<file path="config.mk">
export PLATFORM = sky130hd
export DESIGN_NAME = neopixel_receiver
export DESIGN_NICKNAME = d
export VERILOG_FILES = /design/src/rtl/neopixel_pkg.sv /design/src/rtl/neopixel_sync_edge.sv /design/src/rtl/neopixel_receiver.sv
export SDC_FILE = /design/constraint.sdc
export NUM_CORES = 1
export LEC_CHECK = 0
export CORE_ASPECT_RATIO = 1.5
export CORE_MARGIN = 2
export CORE_UTILIZATION = 45
export DETAILED_ROUTE_END_ITERATION = 12
export PLACE_DENSITY_LB_ADDON = 0.12
export SLEW_MARGIN = 20
export SYNTH_ARGS = -nofsm -noshare
export SYNTH_HDL_FRONTEND = slang
export SYNTH_HIERARCHICAL = 1
export SYNTH_SLANG_ARGS = --single-unit
</file>
<file path="constraint.sdc">
create_clock -name i_clk -period 2.75 [get_ports i_clk]
set_input_delay 0.275 -clock i_clk [delete_from_list [all_inputs] [get_ports i_clk]]
set_output_delay 0.275 -clock i_clk [all_outputs]
set_load 0.01 [all_outputs]
</file>
<file path="src/rtl/neopixel_pkg.sv">
// Shared WS2812 timing constants, tick conversion and the receiver state type.
package neopixel_pkg;

    // Nominal WS2812 line timings in nanoseconds
    localparam int unsigned T0H_NS = 350;
    localparam int unsigned T1H_NS = 700;
    localparam int unsigned T0L_NS = 800;
    localparam int unsigned T1L_NS = 600;
    localparam int unsigned RST_NS = 50_000;

    // Width of the pulse-width / gap counter
    localparam int unsigned CNT_W = 16;

    // Receiver phases; the driver walks the same sequence when generating timing
    typedef enum logic [1:0] {
        SYNC,
        IDLE,
        HIGH,
        LOW
    } rx_state_t;

    // Convert a duration in ns to whole clock ticks, truncating any fraction
    function automatic int unsigned ns_to_tck(input longint unsigned clk_hz,
                                              input longint unsigned ns);
        longint unsigned ticks;
        ticks = (clk_hz * ns) / 64'd1_000_000_000;
        return 32'(ticks);
    endfunction

endpackage

</file>
<file path="src/rtl/neopixel_sync_edge.sv">
// Two-flop synchronizer for the serial line plus registered rise/fall pulses.
// The pulses line up with the first cycle in which o_s_din shows the new level.
module neopixel_sync_edge (
    input  logic i_clk,
    input  logic i_rst_n,
    input  logic i_din,
    output logic o_s_din,
    output logic o_rise,
    output logic o_fall
);

    logic din_p0;
    logic din_p1;
    logic din_p2;

    assign o_s_din = din_p2;

    // Stage p0/p1 resolve metastability, p2 is the registered line used for edge detection
    always_ff @(posedge i_clk) begin
        if (!i_rst_n) begin
            din_p0 <= 1'b0;
            din_p1 <= 1'b0;
            din_p2 <= 1'b0;
            o_rise <= 1'b0;
            o_fall <= 1'b0;
        end else begin
            din_p0 <= i_din;
            din_p1 <= din_p0;
            din_p2 <= din_p1;
            o_rise <= din_p1 & ~din_p2;
            o_fall <= ~din_p1 & din_p2;
        end
    end

endmodule

</file>
<file path="src/rtl/neopixel_receiver.sv">
// WS2812 one-wire receiver: measures high-pulse widths, assembles MSB-first
// bytes, writes them to a byte memory from address 0 and reports frame end
// when the line stays low for the reset-gap time.
module neopixel_receiver
    import neopixel_pkg::*;
#(
    parameter int LEDS       = 200,
    parameter int CLK_HZ     = 50_000_000,
    parameter int THRESH_NS  = 525,
    parameter int MIN_HI_NS  = 150,
    parameter int MAX_HI_NS  = 5000,
    parameter int RST_DET_NS = 40_000
) (
    input  logic                           i_clk,
    input  logic                           i_rst_n,
    input  logic                           i_din,
    output logic                           o_wr_en,
    output logic [$clog2(LEDS*3)-1:0]      o_wr_addr,
    output logic [7:0]                     o_wr_data,
    output logic                           o_busy,
    output logic                           o_frame_done,
    output logic [$clog2(LEDS*3+1)-1:0]    o_frame_bytes,
    output logic                           o_overflow,
    output logic                           o_err
);

    localparam int DEPTH  = LEDS * 3;
    localparam int ADDR_W = $clog2(DEPTH);
    localparam int FB_W   = $clog2(DEPTH + 1);
    // Byte index must reach DEPTH+1 so an overflow is remembered
    localparam int IDX_W  = $clog2(DEPTH + 2);

    localparam int unsigned THRESH_TCK  = ns_to_tck(64'(CLK_HZ), 64'(THRESH_NS));
    localparam int unsigned MIN_HI_TCK  = ns_to_tck(64'(CLK_HZ), 64'(MIN_HI_NS));
    localparam int unsigned MAX_HI_TCK  = ns_to_tck(64'(CLK_HZ), 64'(MAX_HI_NS));
    localparam int unsigned RST_DET_TCK = ns_to_tck(64'(CLK_HZ), 64'(RST_DET_NS));

    localparam logic [CNT_W-1:0] THRESH_C  = THRESH_TCK[CNT_W-1:0];
    localparam logic [CNT_W-1:0] MIN_HI_C  = MIN_HI_TCK[CNT_W-1:0];
    localparam logic [CNT_W-1:0] MAX_HI_C  = MAX_HI_TCK[CNT_W-1:0];
    localparam logic [CNT_W-1:0] RST_DET_C = RST_DET_TCK[CNT_W-1:0];

    localparam logic [IDX_W-1:0] DEPTH_I   = IDX_W'(DEPTH);
    localparam logic [IDX_W-1:0] IDX_MAX   = IDX_W'(DEPTH + 1);
    localparam logic [FB_W-1:0]  DEPTH_F   = FB_W'(DEPTH);

    // The gap counter is 16 bits wide; a longer reset gap cannot be measured
    if (RST_DET_TCK > 65535) begin : g_rst_det_range
        $error("RST_DET_NS is too long for the 16-bit gap counter at this CLK_HZ");
    end

    // Saturating increment so a stuck line never wraps the counter
    function automatic logic [CNT_W-1:0] sat_inc(input logic [CNT_W-1:0] v);
        return (v == {CNT_W{1'b1}}) ? v : v + 1'b1;
    endfunction

    logic             s_din;
    logic             rise;
    logic             fall;

    rx_state_t        state;
    logic [CNT_W-1:0] cnt;
    logic [CNT_W-1:0] cnt_inc;
    logic [2:0]       bit_cnt;
    logic [7:0]       shreg;
    logic [7:0]       shreg_next;
    logic             bit_val;
    logic [IDX_W-1:0] byte_idx;

    neopixel_sync_edge u_sync_edge (
        .i_clk   (i_clk),
        .i_rst_n (i_rst_n),
        .i_din   (i_din),
        .o_s_din (s_din),
        .o_rise  (rise),
        .o_fall  (fall)
    );

    assign cnt_inc    = sat_inc(cnt);
    assign bit_val    = (cnt >= THRESH_C);
    assign shreg_next = {shreg[6:0], bit_val};

    // Receiver state machine with registered write, frame and error outputs
    always_ff @(posedge i_clk) begin
        if (!i_rst_n) begin
            state         <= SYNC;
            cnt           <= '0;
            bit_cnt       <= '0;
            shreg         <= '0;
            byte_idx      <= '0;
            o_wr_en       <= 1'b0;
            o_wr_addr     <= '0;
            o_wr_data     <= '0;
            o_busy        <= 1'b0;
            o_frame_done  <= 1'b0;
            o_frame_bytes <= '0;
            o_overflow    <= 1'b0;
            o_err         <= 1'b0;
        end else begin
            o_wr_en      <= 1'b0;
            o_frame_done <= 1'b0;
            o_overflow   <= 1'b0;
            o_err        <= 1'b0;

            case (state)
                // Wait for one full reset gap before trusting the line
                SYNC: begin
                    if (s_din) begin
                        cnt <= '0;
                    end else if (cnt_inc >= RST_DET_C) begin
                        cnt   <= '0;
                        state <= IDLE;
                    end else begin
                        cnt <= cnt_inc;
                    end
                end

                // First rising edge opens a frame
                IDLE: begin
                    if (rise) begin
                        state  <= HIGH;
                        cnt    <= CNT_W'(1);
                        o_busy <= 1'b1;
                    end
                end

                // Measure the high pulse; classify or reject on the falling edge
                HIGH: begin
                    if (fall) begin
                        if (cnt < MIN_HI_C) begin
                            o_err    <= 1'b1;
                            o_busy   <= 1'b0;
                            state    <= SYNC;
                            cnt      <= '0;
                            bit_cnt  <= '0;
                            byte_idx <= '0;
                        end else begin
                            shreg   <= shreg_next;
                            bit_cnt <= bit_cnt + 3'd1;
                            state   <= LOW;
                            cnt     <= '0;
                            if (bit_cnt == 3'd7) begin
                                if (byte_idx < DEPTH_I) begin
                                    o_wr_en   <= 1'b1;
                                    o_wr_addr <= byte_idx[ADDR_W-1:0];
                                    o_wr_data <= shreg_next;
                                end
                                if (byte_idx != IDX_MAX) begin
                                    byte_idx <= byte_idx + 1'b1;
                                end
                            end
                        end
                    end else if (cnt >= MAX_HI_C) begin
                        o_err    <= 1'b1;
                        o_busy   <= 1'b0;
                        state    <= SYNC;
                        cnt      <= '0;
                        bit_cnt  <= '0;
                        byte_idx <= '0;
                    end else begin
                        cnt <= cnt_inc;
                    end
                end

                // Low time between bits is free; only the reset gap ends the frame
                LOW: begin
                    if (rise) begin
                        state <= HIGH;
                        cnt   <= CNT_W'(1);
                    end else if (cnt_inc >= RST_DET_C) begin
                        o_frame_done  <= 1'b1;
                        o_frame_bytes <= (byte_idx > DEPTH_I) ? DEPTH_F : byte_idx[FB_W-1:0];
                        o_overflow    <= (byte_idx > DEPTH_I);
                        o_err         <= (bit_cnt != 3'd0);
                        o_busy        <= 1'b0;
                        byte_idx      <= '0;
                        bit_cnt       <= '0;
                        cnt           <= '0;
                        state         <= IDLE;
                    end else begin
                        cnt <= cnt_inc;
                    end
                end

                default: begin
                    state <= SYNC;
                    cnt   <= '0;
                end
            endcase
        end
    end

endmodule

</file>
# Word-level counts from Yosys, hierarchy flattened
# Index checks and enable logic that the tools add are counted.
# classes
eq_ne,14
mux,46
n_lt_le_gt_ge,6
bitwise_logic,12
reduce_logical,14
n_addsub,3
# op_table
operator,n
2-to-1 mux 16 bit,7
2-to-1 mux 10 bit,8
case mux 16 bit (4 select lines),1
case mux 10 bit (2 select lines),1
"adder 16 x 1 -> 16 bit, second input constant",1
"== test 16 bit, second input constant",1
">= comparator 16 x 11 -> 1 bit, second input constant",1
">= comparator 16 x 5 -> 1 bit, second input constant",1
">= comparator 16 x 8 -> 1 bit, second input constant",1
"< comparator 16 x 3 -> 1 bit, second input constant",1
2-to-1 mux 3 bit,5
2-to-1 mux 2 bit,7
2-to-1 mux 1 bit,13
AND reduction 6 bit,2
"adder 10 x 1 -> 10 bit, second input constant",1
"> comparator 10 bit, second input constant",1
"< comparator 10 bit, second input constant",1
"inequality test 10 bit, second input constant",1
NOT 1 bit,10
AND reduction 3 bit,3
"inequality test 4 bit, second input constant",2
case mux 2 bit (4 select lines),1
"inequality test 2 bit, second input constant",3
case mux 3 bit (2 select lines),1
other kinds (18),21
# totals
ff_bits,76
wordCells,113

# Depth between registers and ports, before layout
# Gate-level depths: netlist of run 1.
# logic_depth
ltp_word,6
depth_mapped,10
ltp_nobuf,8

# Hierarchy
# The synthesis of run 1 kept the hierarchy.
# modules_own_cells
module,seq_area_each_um2,n_inst,area_each_um2,cells_per_inst
neopixel_receiver,1421.4,1,3464.6,429
neopixel_sync_edge,100.1,1,140.1,10

# Worst setup path before layout of run 1
# OpenSTA, ideal clock, no wires.
# synth_path
path_type,register -> register
startpoint,register cnt[1]
endpoint,register byte_idx[8]
stages_incl_launch_ff,10
arrival_time_ps,2558
period_less_slack_ps,2678
setup_time_ps,119
slack_ps,72
required_ps,2631
n_path_buf,2
path_cell_list,dfxtp_1 -> nand4_4 -> or3_4 -> or4_1 -> a211o_1 -> a22oi_4 -> buf_6 -> buf_12 -> nand2_1 -> o2bb2ai_1
# synth_via
elab_chain_cells,5
# synth_lines
item,line,text
from (decl),neopixel_receiver.sv:62,logic [CNT_W-1:0] cnt;
from (signal assigned),neopixel_receiver.sv:114,cnt <= cnt_inc;
from (signal assigned),neopixel_receiver.sv:161,cnt <= cnt_inc;
from (signal assigned),neopixel_receiver.sv:181,cnt <= cnt_inc;
adder 16 x 1 -> 16 bit / == test 16 bit (equally long branches),neopixel_receiver.sv:54,return (v == {CNT_W{1'b1}}) ? v : v + 1'b1;
2-to-1 mux 16 bit,neopixel_receiver.sv:54,
>= comparator 16 x 11 -> 1 bit,neopixel_receiver.sv:170,end else if (cnt_inc >= RST_DET_C) begin
inequality test 2 bit (no line),n/a,
AND reduction 6 bit (no line),n/a,
to (signal assigned),neopixel_receiver.sv:149,byte_idx <= byte_idx + 1'b1;
to (decl),neopixel_receiver.sv:68,logic [IDX_W-1:0] byte_idx;
# Several ways; a longest one is shown, not always the timed one.
# A chain may end at the register's enable or synchronous reset.

# Worst setup path after layout of run 1
# layout_path
startpoint,register cnt[0]
endpoint,register o_frame_bytes[6]
# layout_via
elab_chain_cells,4
# layout_lines
item,line,text
adder 16 x 1 -> 16 bit / == test 16 bit (equally long branches),neopixel_receiver.sv:54,
2-to-1 mux 16 bit (*),neopixel_receiver.sv:54,
>= comparator 16 x 11 -> 1 bit (*),neopixel_receiver.sv:170,
AND reduction 3 bit (no line) (*),n/a,
to (signal assigned),neopixel_receiver.sv:172,o_frame_bytes <= (byte_idx > DEPTH_I) ? DEPTH_F : byte_idx[FB_W-1:0];
to (decl),neopixel_receiver.sv:22,"output logic [$clog2(LEDS*3+1)-1:0] o_frame_bytes,"
# Mark *: on every way between the ends. The rest lies on a longest branch, timed or not.

==> summary.md, run 1 <==
| Metric | Value |
|---|---|
| Max Buffers Root-to-Sink | `2` |
| # setup viols final | `0` |
| Outcome | `complete, no violations` |
| Antenna violations before repair | `0` |
| WP data required | `2.98 ns` |
| Gr ovfl total | `0` |
| Drt initial violations | `155` |
| CP Cell Sequence | `nand4_4 -> or3_4 -> or4_4 -> a211o_1 -> a22oi_4 -> buf_12 -> or2b_1 -> o311a_1` |
| Leading cell types by count after synthesis | `76 x dfxtp_1, 75 x nand2_1, 40 x nor2_1` |
| Synth Instances | `439` |
| Skew-Pair Late Insertion Delay | `0.35 ns` |
| Port Buffers | `35` |
| Post-detail-place hpwl | `6960 um` |
| Gpl congestion | `0.900` |
| Rows | `40` |
| Switching power | `0.000523 W` |
| Startpoint types | `flop` |
| Max-cap violation count | `0` |
| Final Slew Violations | `0` |
| Die Y-Extent | `114 um` |
| Initial Util | `0.456` |
| Crit. End Element | `flop` |
| Worst-path clk slew | `0.06 ns` |
| Clk sinks | `76` |
| Total global-route track usage | `0.231` |
| CTS Buf Count | `9` |
| Setup Crit Path Kind | `reg -> reg` |
| Core footprint | `7910 sq um` |
| Avg Vias per Cell | `5.43` |
| Fin nets | `522` |
| Final core occ | `0.603` |
| Final Skew | `0.00671 ns` |
| Hold WS | `0.450 ns` |
| Slowest CP cell | `or4_4` |
| Syn Std Cell Area | `3600 sq um` |
| # DRC | `0` |
| P per Cell Area | `516 nW/um^2` |
| WL final | `9530 um` |
| Final total power | `0.00246 W` |
| Critical Path AT | `2.94 ns` |
| Worst Max-Slew Pin Slew | `0.588 ns` |
| Fin crit share | `0.984` |
| Clock group share of total power | `0.511` |
| H-tree levels | `3` |
| FFs w/ async S/R, synth | `0` |
| Syn nets | `450` |
| Layout cells sized above 1 | `0.194` |
| RSZ-0062 raised after global routing | `yes` |
| FF+latch count, synth | `76` |
| Largest net degree at the start of global routing | `38` |
| Clock Root Buffer | `clkbuf_16` |
| Die W | `77.1 um` |
| Final min period | `2.71 ns` |
| I/O Pins | `36` |
| Leakage power | `1.79 nW` |
| Area grow syn2layout | `32.2%` |
| CP max FO | `6` |
| IR drop worst, VDD | `0.291 mV` |
| Post-synth EDFFs | `0` |
| Achievable clock frequency | `370 MHz` |
| Combinational power share | `0.032` |
| Synth Warn # | `6` |
| Seq/Total Area, Yosys | `0.422` |
| Number of antenna-violating nets in the routed design | `0` |
| Area leader, netlist | `dfxtp_1` |
| Vias in the first global route | `3350` |
| Avg Cell Area, Syn | `8.21 sq um` |
| DRT Pass-1 Iters | `4` |
| Hold violation total from the final report | `0` |
| Routed len/inst | `15.3 um` |
| Switching share of power | `0.213` |
| CTS tree | `built` |
| Die area | `8760 sq um` |
| First-pass GRT wire length | `15700 um` |
| N_diodes | `0` |
| Worst Hold Class | `reg -> reg` |
| Sequential share of power | `0.457` |
| Most numerous cell in the Yosys netlist | `dfxtp_1` |
| Int Pwr | `0.00193 W` |
| Synth Flop Type | `dfxtp_1` |
| Synth top area cells | `dfxtp_1 42%, nand2_1 7.8%, a21oi_1 5.3%, nor2_1 4.2%, ha_1 2.8%` |
| Max incr delay on CP | `0.52 ns` |
| Area share of the largest cell type after synthesis | `0.422` |
| Cell variety after synth | `60` |
| Via count | `3375` |
| Slew headroom | `0.604` |
area by class of cell:
cell class,count,area [sq um]
clock inverter,7,91.3
multi-input combinational,324,1930
fill,741,3140
inverter,15,56.3
clock buffer,9,225
timing repair buffer,85,788
sequential,76,1540
tap,105,131
metrics by stage:
| stage | setup TNS [ns] | instance area (sq um) | worst slack (ns) | instances |
|---|---|---|---|---|
| finish | 0 | 4760 | 0.0442 | 621 |
| global route | -0.0972 | 4760 | -0.0412 | 621 |
| CTS | 0 | 4660 | 0.0204 | 615 |
| detailed placement | -0.575 | 4320 | -0.0838 | 598 |
| global placement | -0.0361 | 4320 | -0.0195 | 598 |
| floorplan | 0 | 3600 | 0.0724 | 439 |
worst paths after layout:
| kind | cells past startpoint | endpoint | slack (ns) | from |
|---|---|---|---|---|
| setup / recovery | 8 | o_frame_bytes[6]$_SDFFE_PN0P_ | 0.04 | cnt[0]$_SDFFE_PN0P_ |
| hold / removal | 2 | o_frame_bytes[7]$_SDFFE_PN0P_ | 0.45 | o_frame_bytes[7]$_SDFFE_PN0P_ |
| setup reg to reg | 8 | o_frame_bytes[6]$_SDFFE_PN0P_ | 0.04 | cnt[0]$_SDFFE_PN0P_ |
| hold reg to reg | 2 | o_frame_bytes[7]$_SDFFE_PN0P_ | 0.45 | o_frame_bytes[7]$_SDFFE_PN0P_ |
registers in the layout, summed over array words and instances, names as in the netlist:
name	flops
cnt	16
o_err	1
o_frame_bytes	10
o_overflow	1
o_wr_addr	10
bit_cnt	3
u_sync_edge/o_fall	1
state	2
u_sync_edge/din_p1	1
o_frame_done	1
u_sync_edge/o_rise	1
o_wr_en	1
byte_idx	10
shreg	7
u_sync_edge/din_p0	1
o_wr_data	8
u_sync_edge/o_s_din	1
o_busy	1
kinds of logic (layout without fill, tap and decap cells):
kind of cell	Yosys count	after routing	share of synthesized area
AO/OA/AOI/OAI	93	93	0.168
adder cells (fa/ha/maj)	8	8	0.0278
XOR/XNOR	10	10	0.0243
buffers and inverters	39	116	0.0507
multiplexers	8	8	0.0226
flip-flops	76	76	0.422
AND/OR/NAND/NOR	205	205	0.285
power groups by stage:
stage               Combinational, W  Clock, W  Sequential (W)
detailed placement         0.0000724         0         0.00115
floorplan                  0.0000450         0         0.00114
CTS                        0.0000749   0.00128         0.00112
global placement           0.0000715         0         0.00115
finish                     0.0000781   0.00126         0.00112
global route               0.0000855   0.00132         0.00112
placed cells by master (no fill, tap or decap), types with 3 or more instances in the layout:
cell	n
nor2b_1	5
inv_1	14
dfxtp_4	3
and2_2	3
xor2_1	4
buf_12	3
and3_1	6
a211oi_1	4
a211o_1	3
mux2i_1	7
xnor2_1	6
o311a_1	4
a31oi_1	7
nand3_1	17
buf_4	44
nor3_1	16
nand4_1	8
or3b_2	6
clkinv_2	3
o31ai_1	3
nor4_1	5
nand2_1	75
a311oi_1	4
a21oi_1	38
dfxtp_2	7
nor2_1	40
dfxtp_1	66
o21ai_0	12
clkbuf_16	10
o211ai_1	3
clkdlybuf4s50_1	35
or2b_1	3
ha_1	7
worst max-delay path: cells and delay by family (launching register included):
kind | cells | cell delay, ns
buffers and inverters | 1 | 0.15
flip-flops | 1 | 0.39
AO/OA/AOI/OAI | 3 | 0.83
AND/OR/NAND/NOR | 4 | 1.22
routing by layer:
metal	track usage	wire length (um)	up-vias
li1	-	-	1691
met1	0.217	3570	1621
met2	0.470	5570	48
met3	0.0593	190	15
met4	0.0810	201	0
met5	0	0	-
repair_timing:
item | in CTS | in global routing
cloned | 0 | 1
hold buffers | 0 | 0
resized for setup | 3 | 18
pin swaps | 1 | 6
endpoints found under the setup margin | 12 | 36
setup buffers | 1 | 5
Power figures use the tool's default switching activity.
==> run 2: changes to the inputs <==
--- a/config.mk
+++ b/config.mk
@@ -7,8 +7,9 @@
 export LEC_CHECK = 0
 export CORE_ASPECT_RATIO = 1.5
 export CORE_MARGIN = 2
-export CORE_UTILIZATION = 45
+export CORE_UTILIZATION = 51
 export DETAILED_ROUTE_END_ITERATION = 12
+export MAX_ROUTING_LAYER = met4
 export PLACE_DENSITY_LB_ADDON = 0.12
 export SLEW_MARGIN = 20
 export SYNTH_ARGS = -nofsm -noshare
==> constraint.sdc (replaced) <==
create_clock -name i_clk -period 2.75 [get_ports i_clk]
set_input_delay 0.275 -clock i_clk [delete_from_list [all_inputs] [get_ports i_clk]]
set_output_delay 0.275 -clock i_clk [all_outputs]
set_load 0.1 [all_outputs]
==> run 2 against run 1 <==
Against the previous run:
- core utilization up 4.9 points
- highest routed layer unchanged
- global-route usage up 2.8 points
- non-clock buffer count down 5
- sequential power about the same
- worst hold slack better by 0.0052 ns
- combinational power about the same
- via count down 1.2%
- maximum frequency up 1.8%
==> summary.md, run 2 (same netlist as run 1, synthesis figures left out) <==
| Metric | Value |
|---|---|
| Outcome | `complete, no violations (unchanged)` |
| Antenna violations before repair | `0 (unchanged)` |
| Slew headroom | `0.515 (was 0.604)` |
| Most common cell after layout, fill and taps aside | `buf_4 (was nand2_1)` |
| I/O Pins | `36 (unchanged)` |
| Worst Hold Class | `reg -> reg (unchanged)` |
| Die Y-Extent | `107 um (was 114 um)` |
| Number of antenna-violating nets in the routed design | `0 (unchanged)` |
| Worst Hold Path EP | `u_sync_edge/din_p1$_SDFF_PN0_ (was o_frame_bytes[7]$_SDFFE_PN0P_)` |
| Final instance area | `4460 sq um (was 4760 sq um)` |
| Total global-route track usage | `0.259 (was 0.231)` |
| Placed insts | `572 (was 598)` |
| Avg Vias per Cell | `5.66 (was 5.43)` |
| Worst hold start | `u_sync_edge/din_p0$_SDFF_PN0_ (was o_frame_bytes[7]$_SDFFE_PN0P_)` |
| CP max FO | `10 (was 6)` |
| Fin crit share | `0.966 (was 0.984)` |
| Max-cap violation count | `0 (unchanged)` |
| Die W | `72.6 um (was 77.1 um)` |
| Final Slew Violations | `0 (unchanged)` |
| DRT Pass-1 Iters | `4 (unchanged)` |
| First-pass GRT wire length | `15000 um (was 15700 um)` |
| Max Buffers Root-to-Sink | `2 (unchanged)` |
| Initial Util | `0.526 (was 0.456)` |
| Worst reg2reg path depth | `8 (unchanged)` |
| Core footprint | `6850 sq um (was 7910 sq um)` |
| Setup TNS | `0 ns (unchanged)` |
| R2R Path Start | `cnt[6]$_SDFFE_PN0P_ (was cnt[0]$_SDFFE_PN0P_)` |
| Final total power | `0.00224 W (was 0.00246 W)` |
| Register area | `1530 sq um (was 1540 sq um)` |
| Multi-input gate area | `1920 sq um (was 1930 sq um)` |
| Hold violation total from the final report | `0 (unchanged)` |
| CTS tree | `built (unchanged)` |
| # DRC | `0 (unchanged)` |
| Area grow syn2layout | `23.8% (was 32.2%)` |
| N_diodes | `0 (unchanged)` |
| Gpl congestion | `0.906 (was 0.900)` |
| Fin nets | `517 (was 522)` |
| Routed len/inst | `15.6 um (was 15.3 um)` |
| WP data required | `3.01 ns (was 2.98 ns)` |
| Die area | `7770 sq um (was 8760 sq um)` |
| Worst R2R Setup Slack | `0.09 ns (was 0.04 ns)` |
| Worst Max-Slew Pin Slew | `0.727 ns (was 0.588 ns)` |
| Number of flip-flops in the largest register | `16 (unchanged)` |
| # fillers | `626 (was 741)` |
| Clock Root Buffer | `clkbuf_8 (was clkbuf_16)` |
| Hold depth | `1 (was 2)` |
| Layout cells sized above 1 | `0.235 (was 0.194)` |
| Achievable clock frequency | `376 MHz (was 370 MHz)` |
| Drt initial violations | `219 (was 155)` |
| Top reg by flops | `cnt (unchanged)` |
| Clk sinks | `76 (unchanged)` |
| Crit. End Element | `flop (unchanged)` |
| Vias in the first global route | `3212 (was 3350)` |
| Critical Path AT | `2.91 ns (was 2.94 ns)` |
| Gr ovfl total | `0 (unchanged)` |
| Leakage power | `1.77 nW (was 1.79 nW)` |
| Post-detail-place hpwl | `6780 um (was 6960 um)` |
| Port Buffers | `35 (unchanged)` |
| Rows | `37 (was 40)` |
| Most frequent cells in the layout | `76 x buf_4, 75 x nand2_1, 73 x dfxtp_1, 39 x nor2_1, 38 x a21oi_1 (was 75 x nand2_1, 66 x dfxtp_1, 44 x buf_4, 40 x nor2_1, 38 x a21oi_1)` |
| Fin cells | `589 (was 621)` |
| Skew-Pair Late Insertion Delay | `0.37 ns (was 0.35 ns)` |
| Worst-path clk slew | `0.08 ns (was 0.06 ns)` |
| Largest net degree at the start of global routing | `41 (was 38)` |
| R2R Path End | `o_frame_bytes[4]$_SDFFE_PN0P_ (was o_frame_bytes[6]$_SDFFE_PN0P_)` |
| Via count | `3333 (was 3375)` |
| P per Cell Area | `502 nW/um^2 (was 516 nW/um^2)` |
| WL final | `9200 um (was 9530 um)` |
| Startpoint types | `flop (unchanged)` |
| Setup Crit Path Kind | `reg -> reg (unchanged)` |
| Final Skew | `0.00817 ns (was 0.00671 ns)` |
| Final min period | `2.66 ns (was 2.71 ns)` |
| CTS Buf Count | `9 (unchanged)` |
| H-tree levels | `3 (unchanged)` |
| # setup viols final | `0 (unchanged)` |
| Area after DPL | `4170 sq um (was 4320 sq um)` |
| IR drop worst, VDD | `0.286 mV (was 0.291 mV)` |
## run 2: metrics by stage
step	setup WS, ns	utilization	hold WS (ns)
after global placement	0.0464	0.609	0.431
final	0.0928	0.651	0.455
after floorplan	0.0724	-	0.411
after detailed placement	-0.0307	0.609	0.435
after CTS	0.00719	0.647	0.459
after global routing	-0.0140	0.651	0.477
## run 2: worst max-delay path, stage by stage (launching register included)
cell     delay [ns]
dfxtp_1        0.44
nand4_1        0.14
or3_4          0.35
or4_1          0.50
a211o_1        0.34
a22oi_4        0.25
buf_6          0.17
or2b_1         0.23
o311a_1        0.12
## run 2: repair_timing
item | in CTS | in global routing
pin swaps | 2 | 3
resized for setup | 2 | 8
hold buffers | 0 | 0
setup buffers | 0 | 1
setup endpoints to repair | 9 | 24
## run 2: layout make-up
class / instances / area share
clock inverter: 7 / 0.0278
clock buffer: 9 / 0.0278
timing repair buffer: 80 / 0.137
inverter: 15 / 0.0126
sequential: 76 / 0.342
tap: 78 / 0.0219
multi-input combinational: 324 / 0.430
## run 2: layer usage
metal  share of wire  track usage  vias to the layer above
li1                -            -                     1681
met1            0.38        0.250                     1563
met2            0.57        0.482                       71
met3           0.030       0.0573                       18
met4           0.027        0.108                        0
met5               0            -                        -
## run 2: how the worst max path moves through the flow
| stage | from | to | slack (ns) | depth (start not counted) |
|---|---|---|---|---|
| detailed placement | cnt[1]$_SDFFE_PN0P_ | o_frame_bytes[1]$_SDFFE_PN0P_ | -0.03 | 9 |
| global placement | cnt[1]$_SDFFE_PN0P_ | o_frame_bytes[6]$_SDFFE_PN0P_ | 0.05 | 8 |
| floorplan | cnt[1]$_SDFFE_PN0P_ | byte_idx[8]$_SDFFE_PN0P_ | 0.07 | 9 |
| global route | cnt[0]$_SDFFE_PN0P_ | o_frame_bytes[0]$_SDFFE_PN0P_ | -0.01 | 10 |
| CTS | cnt[0]$_SDFFE_PN0P_ | o_frame_bytes[4]$_SDFFE_PN0P_ | 0.007 | 9 |
| finish | cnt[6]$_SDFFE_PN0P_ | o_frame_bytes[4]$_SDFFE_PN0P_ | 0.09 | 8 |
## run 2: power by group
| group | leakage, nW | internal (W) | switching [W] | total, W |
|---|---|---|---|---|
| clock network | 0.120 | 0.000608 | 0.000434 | 0.00104 |
| logic | 1.04 | 0.0000302 | 0.0000479 | 0.0000780 |
| registers | 0.615 | 0.00111 | 0.0000118 | 0.00112 |
==> run 3: changes to the inputs <==
--- a/config.mk
+++ b/config.mk
@@ -5,9 +5,11 @@
 export SDC_FILE = /design/constraint.sdc
 export NUM_CORES = 1
 export LEC_CHECK = 0
+export ABC_AREA = 1
+export CAP_MARGIN = 20
 export CORE_ASPECT_RATIO = 1.5
 export CORE_MARGIN = 2
-export CORE_UTILIZATION = 51
+export CORE_UTILIZATION = 52
 export DETAILED_ROUTE_END_ITERATION = 12
 export MAX_ROUTING_LAYER = met4
 export PLACE_DENSITY_LB_ADDON = 0.12
==> run 3 against run 2 <==
Against the previous run:
- register-to-register slack better by 0.22 ns
- die area grew 3.6%
- clock skew down 0.0026 ns
- global-route usage rose by 0.28 points
- via count grew 8.6%
- sequential share of layout area up 0.38 points
- largest cell class unchanged
- highest routed layer unchanged
==> summary.md, run 3 <==
| Metric | Value |
|---|---|
| Post-CTS setup repair buffer count | `0 (unchanged)` |
| Core footprint | `7180 sq um (was 6850 sq um)` |
| Hold violation total from the final report | `0 (unchanged)` |
| Area share of the largest cell type after synthesis | `0.399 (was 0.422)` |
| WP data required | `3.03 ns (was 3.01 ns)` |
| Achievable clock frequency | `410 MHz (was 376 MHz)` |
| Cts repair resizes | `0 (was 2)` |
| Worst-path clk slew | `0.08 ns (about the same)` |
| # DRC | `0 (unchanged)` |
| Worst Max-Slew Pin Slew | `0.952 ns (was 0.727 ns)` |
| Synth top area cells | `dfxtp_1 40%, nand2_1 10%, a21oi_1 6.6%, nor2_1 6.1%, nand3_1 5.5% (was dfxtp_1 42%, nand2_1 7.8%, a21oi_1 5.3%, nor2_1 4.2%, ha_1 2.8%)` |
| Final core occ | `0.612 (was 0.651)` |
| Largest net degree at the start of global routing | `37 (was 41)` |
| Synth Instances | `537 (was 439)` |
| Final min period | `2.44 ns (was 2.66 ns)` |
| # fillers | `681 (was 626)` |
| Setup TNS | `0 ns (unchanged)` |
| # setup viols final | `0 (unchanged)` |
| Number of flip-flops in the largest register | `16 (unchanged)` |
| P per Cell Area | `486 nW/um^2 (was 502 nW/um^2)` |
| Worst Hold Class | `reg -> reg (unchanged)` |
| I/O Pins | `36 (unchanged)` |
| Most frequent cells in the layout | `102 x nand2_1, 76 x dfxtp_1, 62 x nor2_1, 54 x inv_1, 50 x a21oi_1 (was 76 x buf_4, 75 x nand2_1, 73 x dfxtp_1, 39 x nor2_1, 38 x a21oi_1)` |
| Critical Path AT | `2.72 ns (was 2.91 ns)` |
| Initial Util | `0.531 (was 0.526)` |
| Worst reg2reg path depth | `14 (was 8)` |
| H-tree levels | `3 (unchanged)` |
| Final Skew | `0.00554 ns (was 0.00817 ns)` |
| Slew headroom | `0.364 (was 0.515)` |
| Outcome | `complete, no violations (unchanged)` |
| R2R Path End | `bit_cnt[0]$_SDFFE_PN0P_ (was o_frame_bytes[4]$_SDFFE_PN0P_)` |
| Layout cells sized above 1 | `0.147 (was 0.235)` |
| Routed len/inst | `14.2 um (was 15.6 um)` |
| Via count | `3621 (was 3333)` |
| Die area | `8050 sq um (was 7770 sq um)` |
| Routing usage on met3 | `0.0527 (was 0.0573)` |
| N_diodes | `0 (unchanged)` |
| Avg Vias per Cell | `5.34 (was 5.66)` |
| RSZ-0062 raised after global routing | `no` |
| Syn nets | `548 (was 450)` |
| Antenna violations before repair | `0 (unchanged)` |
| Gr ovfl total | `0 (unchanged)` |
| Area after DPL | `4180 sq um (was 4170 sq um)` |
| CP max FO | `19 (was 10)` |
| Setup Crit Path Kind | `reg -> reg (unchanged)` |
| Number of antenna-violating nets in the routed design | `0 (unchanged)` |
| Clock Root Buffer | `clkbuf_8 (unchanged)` |
| Seq/Total Area, Yosys | `0.399 (was 0.422)` |
| Fin crit share | `0.886 (was 0.966)` |
| Drt initial violations | `165 (was 219)` |
| Top reg by flops | `cnt (unchanged)` |
| Final Slew Violations | `0 (unchanged)` |
| Crit. End Element | `flop (unchanged)` |
| Final total power | `0.00214 W (was 0.00224 W)` |
| Leading cell types by count after synthesis | `102 x nand2_1, 76 x dfxtp_1, 62 x nor2_1 (was 76 x dfxtp_1, 75 x nand2_1, 40 x nor2_1)` |
| Global route hottest layer | `met2 (unchanged)` |
| Gpl congestion | `0.884 (was 0.906)` |
| IR drop worst, VDD | `0.423 mV (was 0.286 mV)` |
| Worst hold start | `u_sync_edge/din_p1$_SDFF_PN0_ (was u_sync_edge/din_p0$_SDFF_PN0_)` |
| Total global-route track usage | `0.262 (was 0.259)` |
| WL final | `9600 um (was 9200 um)` |
| Die W | `73.9 um (was 72.6 um)` |
| Synth Warn # | `6 (unchanged)` |
| Post-synth EDFFs | `0 (unchanged)` |
| CTS tree | `built (unchanged)` |
| Hold depth | `1 (unchanged)` |
| Clk sinks | `76 (unchanged)` |
| FFs w/ async S/R, synth | `0 (unchanged)` |
| # hold bufs at CTS | `0 (unchanged)` |
| Cell variety after synth | `34 (was 60)` |
| Met1 Use GR | `0.293 (was 0.250)` |
| Port Buffers | `35 (unchanged)` |
| Syn Std Cell Area | `3810 sq um (was 3600 sq um)` |
| M2 GR Usage | `0.449 (was 0.482)` |
| Vias in the first global route | `3343 (was 3212)` |
| First-pass GRT wire length | `15700 um (was 15000 um)` |
| Worst R2R Setup Slack | `0.31 ns (was 0.09 ns)` |
| Area grow syn2layout | `15.2% (was 23.8%)` |
| Hold WS | `0.424 ns (was 0.455 ns)` |
| Most numerous cell in the Yosys netlist | `nand2_1 (was dfxtp_1)` |
| Worst Hold Path EP | `u_sync_edge/o_fall$_SDFF_PN0_ (was u_sync_edge/din_p1$_SDFF_PN0_)` |
| CTS Buf Count | `9 (unchanged)` |
| DRT Pass-1 Iters | `5 (was 4)` |
| Avg Cell Area, Syn | `7.10 sq um (was 8.21 sq um)` |
| Skew-Pair Late Insertion Delay | `0.36 ns (was 0.37 ns)` |
| Most common cell after layout, fill and taps aside | `nand2_1 (was buf_4)` |
| Area leader, netlist | `dfxtp_1 (unchanged)` |
| Leakage power | `1.89 nW (was 1.77 nW)` |
| Post-detail-place hpwl | `7110 um (was 6780 um)` |
| Synth Flop Type | `dfxtp_1 (unchanged)` |
| Max Buffers Root-to-Sink | `2 (unchanged)` |
| Final instance area | `4390 sq um (was 4460 sq um)` |
| FF+latch count, synth | `76 (unchanged)` |
| Max-cap violation count | `0 (unchanged)` |
| R2R Path Start | `cnt[0]$_SDFFE_PN0P_ (was cnt[6]$_SDFFE_PN0P_)` |
| Die Y-Extent | `109 um (was 107 um)` |
| Fin nets | `584 (was 517)` |
| Startpoint types | `flop (unchanged)` |
| Rows | `38 (was 37)` |
==> run 3: changes by cell type in the layout (fill, tap and decap cells not counted), moves of 7 or more <==
cell / before / now
nand4_1: 8 / 23
inv_1: 15 / 54
nand3_1: 17 / 42
o21ai_0: 12 / 32
mux2i_1: 7 / 0
nor2_1: 39 / 62
buf_4: 76 / 40
a21oi_1: 38 / 50
nand2_1: 75 / 102
nand2_2: 0 / 8
==> run 3: layout make-up <==
type	count	area [sq um]	area share
Clock buffer	12	145	0.0330
Clock inverter	4	72.6	0.0165
Inverter	57	215	0.0490
Multi-Input combinational cell	387	1990	0.454
Sequential cell	76	1520	0.346
Tap cell	100	125	0.0285
Timing Repair Buffer	42	320	0.0729
==> run 3: layer usage <==
metal | vias to the layer above | share of wire
li1 | 1854 | -
met1 | 1685 | 0.42
met2 | 66 | 0.53
met3 | 16 | 0.031
met4 | 0 | 0.019
met5 | - | 0
==> run 3: logic make-up after synthesis <==
logic type | after synthesis | synth area share
adder cells (fa/ha/maj) | 8 | 0.0262
flip-flops | 76 | 0.399
AO/OA/AOI/OAI | 90 | 0.123
AND/OR/NAND/NOR | 280 | 0.352
buffers and inverters | 74 | 0.0794
XOR/XNOR | 9 | 0.0207
==> run 3: stage by stage <==
stage | std cells | setup WS, ns
3_3_place_gp | 662 | 0.401
3_5_place_dp | 662 | 0.376
6_report | 678 | 0.312
5_1_grt | 678 | 0.0958
4_1_cts | 678 | 0.348
2_1_floorplan | 537 | 0.756
==> run 3: worst max-delay path, cell delays in order (launching register included) <==
cell and delay, ns:
dfxtp_1 0.37, ha_1 0.26, inv_1 0.10, nor2_4 0.06
nand2_4 0.09, clkinv_2 0.08, nand2_2 0.22, nand2_1 0.13
nor2_1 0.11, nand2_1 0.09, nor2_4 0.17, nand3_4 0.24
nand2_1 0.19, nand2_1 0.08, a21oi_1 0.14
==> run 3: how the worst max path moves through the flow <==
stage / from / endpoint / slack [ns] / cells after the start
floorplan: cnt[0]$_SDFFE_PN0P_ / o_busy$_SDFFE_PN0P_ / 0.76 / 13
global placement: cnt[10]$_SDFFE_PN0P_ / o_wr_data[0]$_SDFFE_PN0P_ / 0.40 / 12
detailed placement: cnt[0]$_SDFFE_PN0P_ / byte_idx[0]$_SDFFE_PN0P_ / 0.38 / 14
CTS: cnt[0]$_SDFFE_PN0P_ / o_frame_bytes[4]$_SDFFE_PN0P_ / 0.35 / 14
global route: cnt[0]$_SDFFE_PN0P_ / o_frame_bytes[4]$_SDFFE_PN0P_ / 0.1 / 14
finish: cnt[0]$_SDFFE_PN0P_ / bit_cnt[0]$_SDFFE_PN0P_ / 0.31 / 14
==> run 3: power by group <==
group	switching, W	leakage (nW)	internal (W)
Clock	0.000414	0.107	0.000535
Sequential	0.00000995	0.613	0.00111
Combinational	0.0000484	1.17	0.0000215
Total	0.000472	1.89	0.00166
